<file path="config.mk">
export PLATFORM = sky130hd
export DESIGN_NAME = ps2_key_tracker
export DESIGN_NICKNAME = d
export VERILOG_FILES = /design/src/rtl/ps2_pkg.sv /design/src/rtl/ps2_seq_decoder.sv /design/src/rtl/ps2_key_tracker.sv
export SDC_FILE = /design/constraint.sdc
export NUM_CORES = 1
export LEC_CHECK = 0
export ABC_AREA = 1
export CAP_MARGIN = 20
export CORE_MARGIN = 3
export CORE_UTILIZATION = 55
export CTS_BUF_LIST = sky130_fd_sc_hd__clkbuf_2 sky130_fd_sc_hd__clkbuf_4 sky130_fd_sc_hd__clkbuf_8
export DETAILED_ROUTE_END_ITERATION = 12
export GPL_TIMING_DRIVEN = 0
export PLACE_DENSITY = 0.85
export SYNTH_ARGS = -nofsm -noshare
export SYNTH_HDL_FRONTEND = slang
export SYNTH_SLANG_ARGS = --single-unit
</file>
<file path="constraint.sdc">
create_clock -name CLOCK_50 -period 5.2 [get_ports CLOCK_50]
set_clock_uncertainty 0.15 [all_clocks]
set_input_delay 0.52 -clock CLOCK_50 [delete_from_list [all_inputs] [get_ports CLOCK_50]]
set_output_delay 0.52 -clock CLOCK_50 [all_outputs]
set_load 0.005 [all_outputs]
</file>
<file path="src/rtl/ps2_pkg.sv">
// Shared constants for the PS/2 scan-code decoder and key tracker.
package ps2_pkg;

  localparam int KEY_W = 9;

  localparam logic [7:0] PFX_EXT     = 8'hE0;
  localparam logic [7:0] PFX_BRK     = 8'hF0;
  localparam logic [7:0] PFX_PAUSE   = 8'hE1;
  localparam logic [7:0] BYTE_BAT    = 8'hAA;
  localparam logic [7:0] BYTE_ACK    = 8'hFA;
  localparam logic [7:0] BYTE_RESEND = 8'hFE;
  localparam logic [7:0] BYTE_NULL   = 8'h00;

  typedef enum logic [2:0] {
    ST_IDLE    = 3'd0,
    ST_EXT     = 3'd1,
    ST_BRK     = 3'd2,
    ST_EXT_BRK = 3'd3,
    ST_PAUSE   = 3'd4
  } dec_state_t;

  // Controller housekeeping bytes that never carry a key code.
  function automatic logic is_housekeeping(input logic [7:0] b);
    return (b == BYTE_BAT) || (b == BYTE_ACK) || (b == BYTE_RESEND);
  endfunction

  // Bytes that may not terminate a break sequence.
  function automatic logic is_bad_break_byte(input logic [7:0] b);
    return (b == PFX_EXT) || (b == PFX_PAUSE) || (b == PFX_BRK) || (b == BYTE_NULL);
  endfunction

endpackage

</file>
<file path="src/rtl/ps2_seq_decoder.sv">
// Turns the PS/2 byte stream into completed {valid, is_break, ext, code}
// strobes (same cycle as the final byte) plus a registered error pulse.
module ps2_seq_decoder
  import ps2_pkg::*;
#(
  parameter int TIMEOUT_CYCLES = 50000
) (
  input  logic       clk,
  input  logic       reset,
  input  logic [7:0] data,
  input  logic       data_en,
  output logic       valid,
  output logic       is_break,
  output logic       ext,
  output logic [7:0] code,
  output logic       seq_error
);

  localparam int TW = $clog2(TIMEOUT_CYCLES + 1);

  dec_state_t    state;
  dec_state_t    eff_state;
  logic [TW-1:0] tcount;
  logic [2:0]    skip;
  logic          timeout_now;
  logic          proto_err;
  logic          err_pend;
  logic          err_any;

  // A timeout in this cycle makes a coincident byte look as if it arrived in IDLE.
  assign timeout_now = (state != ST_IDLE) && (tcount == TW'(TIMEOUT_CYCLES - 1));
  assign eff_state   = timeout_now ? ST_IDLE : state;
  assign code        = data;
  assign err_any     = timeout_now | proto_err | err_pend;

  // Classify the incoming byte against the effective state.
  always_comb begin
    valid     = 1'b0;
    is_break  = 1'b0;
    ext       = 1'b0;
    proto_err = 1'b0;
    if (data_en) begin
      case (eff_state)
        ST_IDLE: begin
          if ((data != PFX_EXT) && (data != PFX_BRK) && (data != PFX_PAUSE) &&
              !is_housekeeping(data)) begin
            valid = 1'b1;
          end else begin
            valid = 1'b0;
          end
        end
        ST_EXT: begin
          if ((data == PFX_PAUSE) || (data == BYTE_NULL)) begin
            proto_err = 1'b1;
          end else if ((data != PFX_BRK) && (data != PFX_EXT)) begin
            valid = 1'b1;
            ext   = 1'b1;
          end else begin
            valid = 1'b0;
          end
        end
        ST_BRK, ST_EXT_BRK: begin
          if (is_bad_break_byte(data)) begin
            proto_err = 1'b1;
          end else begin
            valid    = 1'b1;
            is_break = 1'b1;
            ext      = (eff_state == ST_EXT_BRK);
          end
        end
        default: begin
          valid = 1'b0;
        end
      endcase
    end else begin
      valid = 1'b0;
    end
  end

  // Sequence FSM, timeout/skip counters and the error pulse, which is
  // deferred by a cycle if it would collide with a completed code.
  always_ff @(posedge clk) begin
    if (reset) begin
      state     <= ST_IDLE;
      tcount    <= '0;
      skip      <= 3'd0;
      seq_error <= 1'b0;
      err_pend  <= 1'b0;
    end else begin
      seq_error <= err_any & ~valid;
      err_pend  <= err_any & valid;
      if (data_en) begin
        tcount <= '0;
        case (eff_state)
          ST_IDLE: begin
            skip <= (data == PFX_PAUSE) ? 3'd7 : 3'd0;
            if (data == PFX_EXT)        state <= ST_EXT;
            else if (data == PFX_BRK)   state <= ST_BRK;
            else if (data == PFX_PAUSE) state <= ST_PAUSE;
            else                        state <= ST_IDLE;
          end
          ST_EXT: begin
            if (data == PFX_BRK)      state <= ST_EXT_BRK;
            else if (data == PFX_EXT) state <= ST_EXT;
            else                      state <= ST_IDLE;
          end
          ST_PAUSE: begin
            if (skip <= 3'd1) begin
              state <= ST_IDLE;
              skip  <= 3'd0;
            end else begin
              skip <= skip - 3'd1;
            end
          end
          default: state <= ST_IDLE;
        endcase
      end else if (timeout_now) begin
        state  <= ST_IDLE;
        skip   <= 3'd0;
        tcount <= TW'(TIMEOUT_CYCLES);
      end else if (state != ST_IDLE) begin
        tcount <= tcount + TW'(1);
      end else begin
        tcount <= tcount;
      end
    end
  end

endmodule

</file>
<file path="src/rtl/ps2_key_tracker.sv">
// Tracks held/toggled state of a configurable table of PS/2 keys and
// pulses make/break events for each tracked key.
module ps2_key_tracker
  import ps2_pkg::*;
#(
  parameter int                          NUM_KEYS       = 8,
  parameter logic [NUM_KEYS*KEY_W-1:0]   KEY_CODES      = {NUM_KEYS{9'h000}},
  parameter int                          TIMEOUT_CYCLES = 50000,
  parameter int                          TOGGLE_MODE    = 0
) (
  input  logic                CLOCK_50,
  input  logic                reset,
  input  logic [7:0]          received_data,
  input  logic                received_data_en,
  output logic [NUM_KEYS-1:0] key_state,
  output logic [NUM_KEYS-1:0] key_make,
  output logic [NUM_KEYS-1:0] key_break,
  output logic [KEY_W-1:0]    last_code,
  output logic                seq_error
);

  logic                dec_valid;
  logic                dec_break;
  logic                dec_ext;
  logic [7:0]          dec_code;
  logic [NUM_KEYS-1:0] key_held;
  logic [NUM_KEYS-1:0] match;

  ps2_seq_decoder #(
    .TIMEOUT_CYCLES(TIMEOUT_CYCLES)
  ) u_dec (
    .clk      (CLOCK_50),
    .reset    (reset),
    .data     (received_data),
    .data_en  (received_data_en),
    .valid    (dec_valid),
    .is_break (dec_break),
    .ext      (dec_ext),
    .code     (dec_code),
    .seq_error(seq_error)
  );

  // Parallel compare of the completed code against every table entry.
  always_comb begin
    match = '0;
    for (int i = 0; i < NUM_KEYS; i++) begin
      match[i] = (KEY_CODES[KEY_W*i +: KEY_W] == {dec_ext, dec_code});
    end
  end

  // Key table update; duplicate table entries move together.
  always_ff @(posedge CLOCK_50) begin
    if (reset) begin
      key_state <= '0;
      key_held  <= '0;
      key_make  <= '0;
      key_break <= '0;
      last_code <= 9'h000;
    end else begin
      key_make  <= '0;
      key_break <= '0;
      if (dec_valid) begin
        last_code <= {dec_ext, dec_code};
        for (int i = 0; i < NUM_KEYS; i++) begin
          if (match[i] && !dec_break && !key_held[i]) begin
            key_held[i]  <= 1'b1;
            key_make[i]  <= 1'b1;
            key_state[i] <= (TOGGLE_MODE != 0) ? ~key_state[i] : 1'b1;
          end else if (match[i] && dec_break && key_held[i]) begin
            key_held[i]  <= 1'b0;
            key_break[i] <= 1'b1;
            key_state[i] <= (TOGGLE_MODE != 0) ? key_state[i] : 1'b0;
          end else begin
            key_held[i] <= key_held[i];
          end
        end
      end else begin
        last_code <= last_code;
      end
    end
  end

endmodule
</file>
# --- Word level (Yosys, flattened, before mapping) ---
# Index checks and enable logic that the tools add are counted.
word_totals:
  ff_bits: 57
  elab_cells: 184
op_classes:
  n_addsub: 2
  magnitude_cmp: 1
  n_eq_ne: 16
  n_mux: 63
  bitwise_logic: 5
  n_reduce_logical: 73
ops:
  columns: ["operator", "n"]
  rows:
  - ["8-bit == test (second input constant)", 6]
  - ["1-bit two-way mux", 45]
  - ["3-bit two-way mux", 11]
  - ["16-bit two-way mux", 2]
  - ["3-bit OR reduction", 9]
  - ["8-bit inequality test (second input constant)", 3]
  - ["1-bit logical AND", 22]
  - ["2-bit nonzero test", 10]
  - ["2-bit AND reduction", 9]
  - ["16-bit by 1-bit adder with 16-bit output (second input constant)", 1]
  - ["16-bit == test (second input constant)", 1]
  - ["1-bit zero test", 10]
  - ["9-bit zero test", 1]
  - ["3-bit one-hot mux with 3 select lines", 1]
  - ["8-bit zero test", 1]
  - ["3-bit by 2-bit == test with 1-bit output (second input constant)", 2]
  - ["1-bit logical OR", 6]
  - ["3-bit one-hot mux with 2 select lines", 1]
  - ["2-bit OR reduction", 3]
  - ["1-bit one-hot mux with 2 select lines", 2]
  - ["3-bit by 1-bit == test with 1-bit output (second input constant)", 1]
  - ["3-bit == test (second input constant)", 1]
  - ["3-bit by 1-bit less-or-equal comparator with 1-bit output (second input constant)", 1]
  - ["3-bit zero test", 1]
  - ["other kinds (8)", 10]

# --- Longest topological paths before layout ---
# Gate-level depths: netlist of the first run.
depth:
  word_depth: 12
  depth_mapped: 12
  ltp_nobuf: 11

# --- Modules after synthesis ---
# A second synthesis of the first run with hierarchy kept.
unflattened:
  cells_unflattened: 379
  area_unflattened_um2: 2847.7
by_module_without_submodules:
  columns: ["module", "instances", "cells_each", "area_each_um2", "seq_area_each_um2"]
  rows:
  - ["ps2_seq_decoder", 1, 254, 1644.1, 480.5]
  - ["ps2_key_tracker", 1, 125, 1203.7, 660.6]

# --- Least setup slack after synthesis of the first run ---
# Ideal clock, no wire load.
synth_path:
  path_kind: "input to register"
  startpoint: "in received_data[7]"
  endpoint: "reg last_code[0]"
  setup_ps: 114
  t_arrival_ps: 1537
  required_ps: 4936
  slack_ps: 3399
  cell_stages: 11
  n_path_buf: 1
  path_cell_list: "nand2_1 nor2_1 nand2_1 inv_2 nor2_1 nand2_1 o21ai_2 buf_6 nand2_4 nand3_1 nand2_1"
synth_between:
  elab_chain_cells: 8
  word_cells_on_any_way: 26
  cone_classes: "eq/ne: 9; mux: 6; reduce/logical: 11"
synth_rtl:
  columns: ["element", "line_no", "source"]
  rows:
  - ["start, declared", "ps2_key_tracker.sv:13", "input logic [7:0] received_data,"]
  - ["8-bit == test", "ps2_pkg.sv:24", "return (b == BYTE_BAT) || (b == BYTE_ACK) || (b == BYTE_RESEND);"]
  - ["1-bit logical OR (2 in a row)", "ps2_pkg.sv:24", null]
  - ["1-bit zero test", "ps2_seq_decoder.sv:46", "!is_housekeeping(data)) begin"]
  - ["1-bit logical AND", "ps2_seq_decoder.sv:45", "if ((data != PFX_EXT) && (data != PFX_BRK) && (data != PFX_PAUSE) &&"]
  - ["1-bit two-way mux", "ps2_seq_decoder.sv:45", null]
  - ["1-bit one-hot mux with 3 select lines (*)", "ps2_seq_decoder.sv:43", "case (eff_state)"]
  - ["1-bit two-way mux (*)", "ps2_seq_decoder.sv:42", "if (data_en) begin"]
  - ["end signal, assigned", "ps2_key_tracker.sv:63", "last_code <= {dec_ext, dec_code};"]
  - ["end signal, assigned", "ps2_key_tracker.sv:78", "last_code <= last_code;"]
  - ["end, declared", "ps2_key_tracker.sv:18", "output logic [KEY_W-1:0] last_code,"]
# Mark *: on every way between the ends. The rest lies on a longest branch, timed or not.
# A chain may end at the register's enable or synchronous reset.

# --- Worst setup path in the final report of the first run ---
layout_path:
  startpoint: "in received_data[3]"
  endpoint: "reg last_code[2]"
# Same word-level chain as after synthesis.

==> impl_metrics.xml, run 1 <==
<?xml version="1.0" encoding="UTF-8"?>
<metrics>
  <group name="run_status">
    <metric name="run_status" unit="">finished, final reports clean</metric>
  </group>
  <group name="critical_path">
    <metric name="reg2reg_setup_slack" unit="ns">3.22</metric>
    <metric name="worstReg2RegEnd" unit="">last_code[2]</metric>
    <metric name="worst-r2r-cell-count" unit="">11</metric>
    <metric name="required_worst_endpoint" unit="ns">5.28</metric>
    <metric name="worst-endpoint-arrival" unit="ns">2.27</metric>
    <metric name="cp_max_fo" unit="">10</metric>
    <metric name="worstReg2RegStart" unit="">u_dec.tcount[0]</metric>
    <metric name="cp-end-kind" unit="">flop</metric>
    <metric name="critical_path.startpoint_type" unit="">primary input</metric>
    <metric name="critical_path_class" unit="">primary input to flop</metric>
  </group>
  <group name="logic_synthesis">
    <metric name="synth_cells" unit="">331</metric>
    <metric name="area_fraction_of_the_dominant_cell_type_after_synthesis" unit="">0.4486</metric>
    <metric name="synth_cell_types" unit="">33</metric>
    <metric name="ys_top_cells_by_area" unit="">dfxtp_1, nand2_1, nand3_1, inv_1, nor2_1</metric>
    <metric name="post_synth.cell_area_avg" unit="um2">7.685</metric>
    <metric name="cell_area_after_synthesis" unit="mm2">0.002544</metric>
    <metric name="yosysSeqAreaShare" unit="">0.4486</metric>
    <metric name="yosys.area.top_type" unit="">dfxtp_1</metric>
    <metric name="synth.ff_latch_count" unit="">57</metric>
    <metric name="synthesis.yosys.warnings" unit="">0</metric>
  </group>
  <group name="sta">
    <metric name="timing_max_transition_violations_final" unit="">0</metric>
    <metric name="setup_repair_after_global_routing_missed_its_margin" unit="">false</metric>
    <metric name="slew_headroom" unit="">0.5210</metric>
    <metric name="layout_worst_path_cycle_share" unit="">0.4213</metric>
    <metric name="period_minus_slack" unit="ns">2.191</metric>
    <metric name="worst_slack" unit="ns">3.009</metric>
    <metric name="fin_setup_tns" unit="ns">0</metric>
    <metric name="measured_slew_at_the_worst_slew_check_pin" unit="ns">0.7185</metric>
    <metric name="finalSetupViolCount" unit="">0</metric>
    <metric name="max_freq" unit="MHz">456.5</metric>
    <metric name="final_hold_viol_count" unit="">0</metric>
  </group>
  <group name="detailed_routing">
    <metric name="wirelength_met1" unit="mm">2.556</metric>
    <metric name="met3WireLength" unit="um">388</metric>
    <metric name="dr_total_vias" unit="">2335</metric>
    <metric name="route.antenna.remaining_nets" unit="">0</metric>
    <metric name="topRoutingLayerUsed" unit="">met4</metric>
    <metric name="routedWlPerCell" unit="um">13.21</metric>
    <metric name="finalWirelength" unit="mm">5.919</metric>
    <metric name="drt-pass1-iter-count" unit="">6</metric>
    <metric name="metal2_wl" unit="mm">2.870</metric>
    <metric name="drcViolationCount" unit="">0</metric>
    <metric name="route.detailed.vias_per_inst" unit="">5.212</metric>
    <metric name="dr.first_iter.drc_count" unit="">172</metric>
  </group>
  <group name="finish">
    <metric name="n_fill_cell" unit="">348</metric>
    <metric name="area.growth.synth_to_final" unit="%">29.07</metric>
    <metric name="most-common-layout-cells" unit="">dfxtp_1, nand2_1, clkdlybuf4s50_1</metric>
    <metric name="layout_commonest_cell" unit="">dfxtp_1</metric>
    <metric name="count_of_nets_after_finishing" unit="">406</metric>
    <metric name="num_antenna_cells" unit="">0</metric>
    <metric name="postLayoutCellArea" unit="mm2">0.003283</metric>
    <metric name="post_route_cells_drive_above_1_share" unit="">0.1263</metric>
  </group>
  <group name="clocking">
    <metric name="cts_tree" unit="">built</metric>
    <metric name="clk-insertion-delay-late" unit="ns">0.34</metric>
    <metric name="post_cts_resize_count" unit="">0</metric>
    <metric name="cts-root-buf" unit="">clkbuf_8</metric>
    <metric name="clk_path_buf_depth" unit="">2</metric>
    <metric name="cts.hold.buffers_added" unit="">0</metric>
    <metric name="cts_max_level" unit="">3</metric>
    <metric name="clk_pin_slew_worst_paths" unit="ns">0.07</metric>
    <metric name="number_of_buffers_added_for_setup_after_cts" unit="">0</metric>
    <metric name="clock_buffer_count_from_cts" unit="">9</metric>
    <metric name="cts.sink_count" unit="">57</metric>
  </group>
  <group name="power_and_ir_drop">
    <metric name="vdd_ir_drop_max" unit="mV">0.2345</metric>
    <metric name="power.switching_fraction" unit="">0.2208</metric>
    <metric name="p_sw" unit="mW">0.2119</metric>
    <metric name="comb_power_share" unit="">0.056</metric>
    <metric name="standby_leakage_power" unit="nW">1.257</metric>
    <metric name="power.internal" unit="mW">0.7480</metric>
    <metric name="share_seq_of_total_power" unit="">0.466</metric>
    <metric name="clock_power_share" unit="">0.478</metric>
    <metric name="powerDensity" unit="mW/mm2">292.4</metric>
    <metric name="finalPower" unit="mW">0.9599</metric>
  </group>
  <group name="floorplanning">
    <metric name="ios" unit="">45</metric>
    <metric name="design.core.area" unit="mm2">0.004414</metric>
    <metric name="core.rowCount" unit="">24</metric>
    <metric name="floorplan.initialDensity" unit="">0.5762</metric>
    <metric name="design.die.area" unit="mm2">0.005477</metric>
    <metric name="die_ht" unit="um">74.01</metric>
    <metric name="die_w" unit="um">74.01</metric>
  </group>
  <group name="global_routing">
    <metric name="pin_count_of_the_biggest_net_entering_global_routing" unit="">11</metric>
    <metric name="number_of_antenna_violations_at_the_first_check_in_global_routing" unit="">0</metric>
    <metric name="grt_residual_overflow" unit="">0</metric>
    <metric name="grt.total_usage" unit="">0.2297</metric>
    <metric name="first_global_vias" unit="">2127</metric>
    <metric name="grt_first_pass_wirelength" unit="mm">9.508</metric>
  </group>
  <group name="min_path">
    <metric name="min_delay_path_depth" unit="">1</metric>
    <metric name="whs_endpoint" unit="">key_make[1]</metric>
    <metric name="hold_start" unit="">key_state[1]</metric>
    <metric name="min-delay-path-class" unit="">flop to flop</metric>
  </group>
  <group name="placed_design">
    <metric name="place.detailed.hpwl" unit="mm">3.945</metric>
    <metric name="setup_ws_pre_cts" unit="ns">2.658</metric>
    <metric name="gp_routability_congestion" unit="">0.8573</metric>
    <metric name="post_dp_area" unit="mm2">0.003065</metric>
    <metric name="io_buffer_count" unit="">43</metric>
  </group>
  <group name="flow_run">
    <metric name="total_of_max_cap_violations" unit="">0</metric>
  </group>
</metrics>
how the worst max path moves through the flow:
stage	startpoint	slack (ns)	endpoint	cells past startpoint
2_1_floorplan	received_data[7]	3.40	last_code[0]	11
3_3_place_gp	received_data[3]	2.67	last_code[4]	13
3_5_place_dp	received_data[2]	2.66	last_code[5]	13
4_1_cts	received_data[2]	3.00	last_code[2]	13
5_1_grt	received_data[3]	2.81	last_code[2]	13
6_report	received_data[3]	3.01	last_code[2]	13
worst max-delay path: stages:
cell,delay [ns]
clkdlybuf4s50_1,0.53
inv_1,0.05
nand2_1,0.08
nor2_1,0.05
nand2_1,0.08
inv_2,0.05
nor2_1,0.14
nand2_1,0.10
o21ai_2,0.23
buf_6,0.18
nand2_4,0.10
nand3_1,0.10
nand2_1,0.05
registers in the layout, indices dropped and copies added, names as in the netlist:
name,flops
key_break,8
key_held,5
key_make,8
key_state,3
last_code,9
u_dec.err_pend,1
u_dec.seq_error,1
u_dec.skip,3
u_dec.state,3
u_dec.tcount,16
per-layer routing:
metal / vias to the layer above / GRT usage
li1: 1204 / -
met1: 1048 / 0.2856
met2: 74 / 0.3691
met3: 9 / 0.06892
met4: 0 / 0.1006
met5: - / 0
cells by family (layout without fill, tap and decap cells):
family / after synthesis / after routing / synth area share
other cells: 1 / 8 / 0.001474
fa+ha+maj: 3 / 3 / 0.01476
flops: 57 / 57 / 0.4486
xor+xnor: 5 / 5 / 0.01722
buf+inv: 53 / 111 / 0.08558
compound gates: 47 / 47 / 0.1141
simple gates: 165 / 165 / 0.3183
cell usage after synthesis (all sizes together):
master,n
xor2,4
o211ai,4
xnor2,1
a31o,1
buf,4
nor2,40
conb,1
inv,44
dfxtp,57
nand4,12
nand2,57
o21ai,11
a21oi,28
or2,3
nor3,17
a31oi,3
ha,3
nor3b,1
clkbuf,5
nand3,35
per-stage QoR:
| stage | std cells | util | hold slack (ns) |
|---|---|---|---|
| global route | 448 | 0.7438 | 0.3136 |
| detailed placement | 433 | 0.6944 | 0.2867 |
| CTS | 448 | 0.7438 | 0.3001 |
| finish | 448 | 0.7438 | 0.2967 |
| floorplan | 338 | - | 0.2960 |
| global placement | 433 | 0.6944 | 0.2889 |
power by group through the flow:
stage | Combinational [mW] | Sequential [mW] | Clock [mW]
5_1_grt | 0.0592 | 0.447 | 0.482
2_1_floorplan | 0.0223 | 0.458 | 0
3_5_place_dp | 0.0534 | 0.457 | 0
6_report | 0.0537 | 0.447 | 0.459
4_1_cts | 0.0537 | 0.447 | 0.460
3_3_place_gp | 0.0525 | 0.456 | 0
layout make-up:
class / instances / area, um2 / area share
clock inverters: 5 / 80.08 / 0.02439
plain buffers: 9 / 50.05 / 0.01524
well taps: 52 / 65.06 / 0.01982
multi-input cells: 228 / 1211 / 0.3689
clock buffers: 10 / 137.6 / 0.04192
flip-flops and latches: 57 / 1141 / 0.3476
inverters: 44 / 167.7 / 0.05107
repair buffers: 43 / 430.4 / 0.1311
Power figures use the tool's default switching activity.
==> run 2, diff against run 1 <==
--- a/config.mk
+++ b/config.mk
@@ -8,11 +8,11 @@
 export ABC_AREA = 1
 export CAP_MARGIN = 20
 export CORE_MARGIN = 3
-export CORE_UTILIZATION = 55
+export CORE_UTILIZATION = 49
 export CTS_BUF_LIST = sky130_fd_sc_hd__clkbuf_2 sky130_fd_sc_hd__clkbuf_4 sky130_fd_sc_hd__clkbuf_8
 export DETAILED_ROUTE_END_ITERATION = 12
 export GPL_TIMING_DRIVEN = 0
-export PLACE_DENSITY = 0.85
+export PLACE_DENSITY = 0.8
 export SYNTH_ARGS = -nofsm -noshare
 export SYNTH_HDL_FRONTEND = slang
 export SYNTH_SLANG_ARGS = --single-unit
==> constraint.sdc (replaced) <==
create_clock -name CLOCK_50 -period 2 [get_ports CLOCK_50]
set_clock_uncertainty 0.15 [all_clocks]
set_input_delay 0.2 -clock CLOCK_50 [delete_from_list [all_inputs] [get_ports CLOCK_50]]
set_output_delay 0.2 -clock CLOCK_50 [all_outputs]
set_load 0.005 [all_outputs]
==> run 2 against run 1 <==
  * Combinational power rose to 2.6 times the previous value
  * Final area up 2.3%
  * Sequential share of layout area down 0.52 points
  * Worst hold slack worse by 0.24 ns
  * Via count up 0.99%
  * Die area up 11%
  * Non-clock buffer count up 3
  * Count of clock-buffer cells in the layout unchanged
  * Cell count up 3.8%
  * Sequential power rose to 2.6 times the previous value
  * Largest power group is now sequential cells
==> impl_metrics.xml, run 2 (synthesized netlist as in run 1, its figures left out) <==
<?xml version="1.0" encoding="UTF-8"?>
<metrics>
  <group name="run_status">
    <metric name="run_status" unit="">finished, final reports clean</metric>
  </group>
  <group name="finish">
    <metric name="n_fill_cell" unit="">435</metric>
    <metric name="area.growth.synth_to_final" unit="%">32.02</metric>
    <metric name="postLayoutCellArea" unit="mm2">0.003358</metric>
    <metric name="num_antenna_cells" unit="">0</metric>
    <metric name="layout_commonest_cell" unit="">nand2_1</metric>
    <metric name="final_core_utilization" unit="">0.6882</metric>
    <metric name="count_of_nets_after_finishing" unit="">409</metric>
    <metric name="layout_top_registers" unit="">u_dec.tcount (16), last_code (9)</metric>
    <metric name="regMostFlops" unit="">u_dec.tcount</metric>
    <metric name="most-common-layout-cells" unit="">nand2_1, dfxtp_1, clkdlybuf4s50_1</metric>
    <metric name="largest_reg_flops" unit="">16</metric>
    <metric name="post_route_cells_drive_above_1_share" unit="">0.1633</metric>
  </group>
  <group name="critical_path">
    <metric name="worst-endpoint-arrival" unit="ns">1.95</metric>
    <metric name="cp_max_fo" unit="">10</metric>
    <metric name="worstReg2RegEnd" unit="">last_code[0]</metric>
    <metric name="startpoint" unit="">u_dec.tcount[0]</metric>
    <metric name="required_worst_endpoint" unit="ns">2.08</metric>
    <metric name="critical-path-max-stage-delay" unit="ns">0.34</metric>
    <metric name="worstReg2RegStart" unit="">u_dec.tcount[0]</metric>
    <metric name="cp-endpoint" unit="">last_code[0]</metric>
    <metric name="critical-path-slowest-cell" unit="">dfxtp_2</metric>
    <metric name="cp_cell_sequence" unit="">ha_4, nand3_4, nor2_1, nand2_1, o211ai_1, o21ai_4, buf_6, nand2_4, nand3_1, nand2_1</metric>
    <metric name="reg2reg_setup_slack" unit="ns">0.13</metric>
    <metric name="critical_path_class" unit="">flop to flop</metric>
    <metric name="critical_path.startpoint_type" unit="">flop</metric>
    <metric name="cp-end-kind" unit="">flop</metric>
    <metric name="worst-r2r-cell-count" unit="">10</metric>
    <metric name="crit_path_frequent_cell" unit="">nand2_1</metric>
  </group>
  <group name="global_routing">
    <metric name="number_of_antenna_violations_at_the_first_check_in_global_routing" unit="">0</metric>
    <metric name="grt.total_usage" unit="">0.1993</metric>
    <metric name="grt_first_pass_wirelength" unit="mm">9.804</metric>
    <metric name="grt_residual_overflow" unit="">0</metric>
    <metric name="pin_count_of_the_biggest_net_entering_global_routing" unit="">11</metric>
    <metric name="first_global_vias" unit="">2275</metric>
  </group>
  <group name="power_and_ir_drop">
    <metric name="clock_power_share" unit="">0.440</metric>
    <metric name="comb_power_share" unit="">0.061</metric>
    <metric name="power.switching_fraction" unit="">0.2229</metric>
    <metric name="share_seq_of_total_power" unit="">0.499</metric>
    <metric name="power.internal" unit="mW">1.810</metric>
    <metric name="standby_leakage_power" unit="nW">1.278</metric>
    <metric name="finalPower" unit="mW">2.329</metric>
    <metric name="vdd_ir_drop_max" unit="mV">0.5927</metric>
    <metric name="p_sw" unit="mW">0.5193</metric>
    <metric name="powerDensity" unit="mW/mm2">693.6</metric>
  </group>
  <group name="floorplanning">
    <metric name="die_ht" unit="um">78.05</metric>
    <metric name="ios" unit="">45</metric>
    <metric name="design.die.area" unit="mm2">0.006092</metric>
    <metric name="die_w" unit="um">78.05</metric>
    <metric name="floorplan.initialDensity" unit="">0.5213</metric>
    <metric name="design.core.area" unit="mm2">0.004880</metric>
    <metric name="core.rowCount" unit="">25</metric>
  </group>
  <group name="sta">
    <metric name="period_minus_slack" unit="ns">1.872</metric>
    <metric name="measured_slew_at_the_worst_slew_check_pin" unit="ns">0.6200</metric>
    <metric name="final_hold_viol_count" unit="">0</metric>
    <metric name="timing_max_transition_violations_final" unit="">0</metric>
    <metric name="finalSetupViolCount" unit="">0</metric>
    <metric name="layout_worst_path_cycle_share" unit="">0.9358</metric>
    <metric name="worst_slack" unit="ns">0.1285</metric>
    <metric name="slew_headroom" unit="">0.5867</metric>
    <metric name="max_freq" unit="MHz">534.3</metric>
  </group>
  <group name="detailed_routing">
    <metric name="routedWlPerCell" unit="um">11.99</metric>
    <metric name="finalWirelength" unit="mm">5.577</metric>
    <metric name="dr_total_vias" unit="">2358</metric>
    <metric name="route.detailed.vias_per_inst" unit="">5.071</metric>
    <metric name="drt-pass1-iter-count" unit="">4</metric>
    <metric name="drcViolationCount" unit="">0</metric>
    <metric name="route.antenna.remaining_nets" unit="">0</metric>
    <metric name="dr.first_iter.drc_count" unit="">137</metric>
  </group>
  <group name="clocking">
    <metric name="cts.hold.buffers_added" unit="">0</metric>
    <metric name="clk_path_buf_depth" unit="">2</metric>
    <metric name="cts_tree" unit="">built</metric>
    <metric name="cts_max_level" unit="">3</metric>
    <metric name="cts-root-buf" unit="">clkbuf_8</metric>
    <metric name="clock_buffer_count_from_cts" unit="">9</metric>
    <metric name="clk_pin_slew_worst_paths" unit="ns">0.06</metric>
    <metric name="clk-insertion-delay-late" unit="ns">0.33</metric>
    <metric name="cts.sink_count" unit="">57</metric>
  </group>
  <group name="min_path">
    <metric name="min-delay-path-class" unit="">primary input to flop</metric>
  </group>
  <group name="placed_design">
    <metric name="gp_routability_congestion" unit="">0.8572</metric>
    <metric name="place.detailed.hpwl" unit="mm">3.973</metric>
    <metric name="setup_ws_pre_cts" unit="ns">-0.2367</metric>
    <metric name="io_buffer_count" unit="">43</metric>
    <metric name="post_dp_area" unit="mm2">0.003084</metric>
  </group>
  <group name="flow_run">
    <metric name="total_of_max_cap_violations" unit="">0</metric>
  </group>
</metrics>
run 2: cell type report:
| type | instances | area, um2 | area share |
|---|---|---|---|
| well taps | 67 | 83.83 | 0.02496 |
| flip-flops and latches | 57 | 1150 | 0.3424 |
| multi-input cells | 228 | 1259 | 0.3748 |
| inverters | 44 | 167.7 | 0.04993 |
| repair buffers | 46 | 465.4 | 0.1386 |
| clock inverters | 4 | 45.04 | 0.01341 |
| plain buffers | 9 | 50.05 | 0.01490 |
| clock buffers | 10 | 137.6 | 0.04098 |
run 2: per-layer routing:
metal | part of all wire | GRT usage | up-vias
met4 | 0.022 | 0.07343 | 0
met5 | 0 | 0 | -
met1 | 0.46 | 0.2428 | 1083
met2 | 0.47 | 0.3236 | 51
met3 | 0.048 | 0.07110 | 12
li1 | - | - | 1212
run 2: worst min-delay path by stage:
stage                     startpoint  cells after the start  slack (ns)           end
global placement         key_held[3]                      1        0.29   key_make[3]
detailed placement       key_held[2]                      1        0.29   key_make[2]
floorplan           received_data[0]                      2        0.20  last_code[0]
finish                         reset                      2        0.06   key_held[7]
CTS                            reset                      2        0.05  key_state[1]
global route                   reset                      2        0.08   key_held[7]
run 2: metrics by stage:
stage | hold WS (ns) | std cells | TNS [ns]
5_1_grt | 0.07698 | 465 | -0.004726
3_5_place_dp | 0.2902 | 448 | -4.905
3_3_place_gp | 0.2924 | 448 | -4.255
6_report | 0.05776 | 465 | 0
2_1_floorplan | 0.2039 | 338 | 0
4_1_cts | 0.05040 | 462 | 0
run 2: worst max-delay path, delay by kind of cell, from the launching register on:
kind	cells	cell delay [ns]
adders and majority gates	1	0.17
DFF	1	0.34
and+or+nand+nor	6	0.53
buffers and inverters	1	0.16
AOI/OAI and AO/OA	2	0.41
run 2: power by group through the flow:
| stage | sequential [mW] | clock [mW] | combinational (mW) |
|---|---|---|---|
| floorplan | 1.19 | 0 | 0.0581 |
| finish | 1.16 | 1.03 | 0.141 |
| CTS | 1.16 | 1.04 | 0.139 |
| detailed placement | 1.19 | 0 | 0.138 |
| global route | 1.16 | 1.11 | 0.156 |
| global placement | 1.19 | 0 | 0.137 |
run 2: timing repair:
item | in CTS | in global routing
gates resized for setup | 0 | 17
setup endpoints to repair | 0 | 35
buffers inserted | 0 | 3
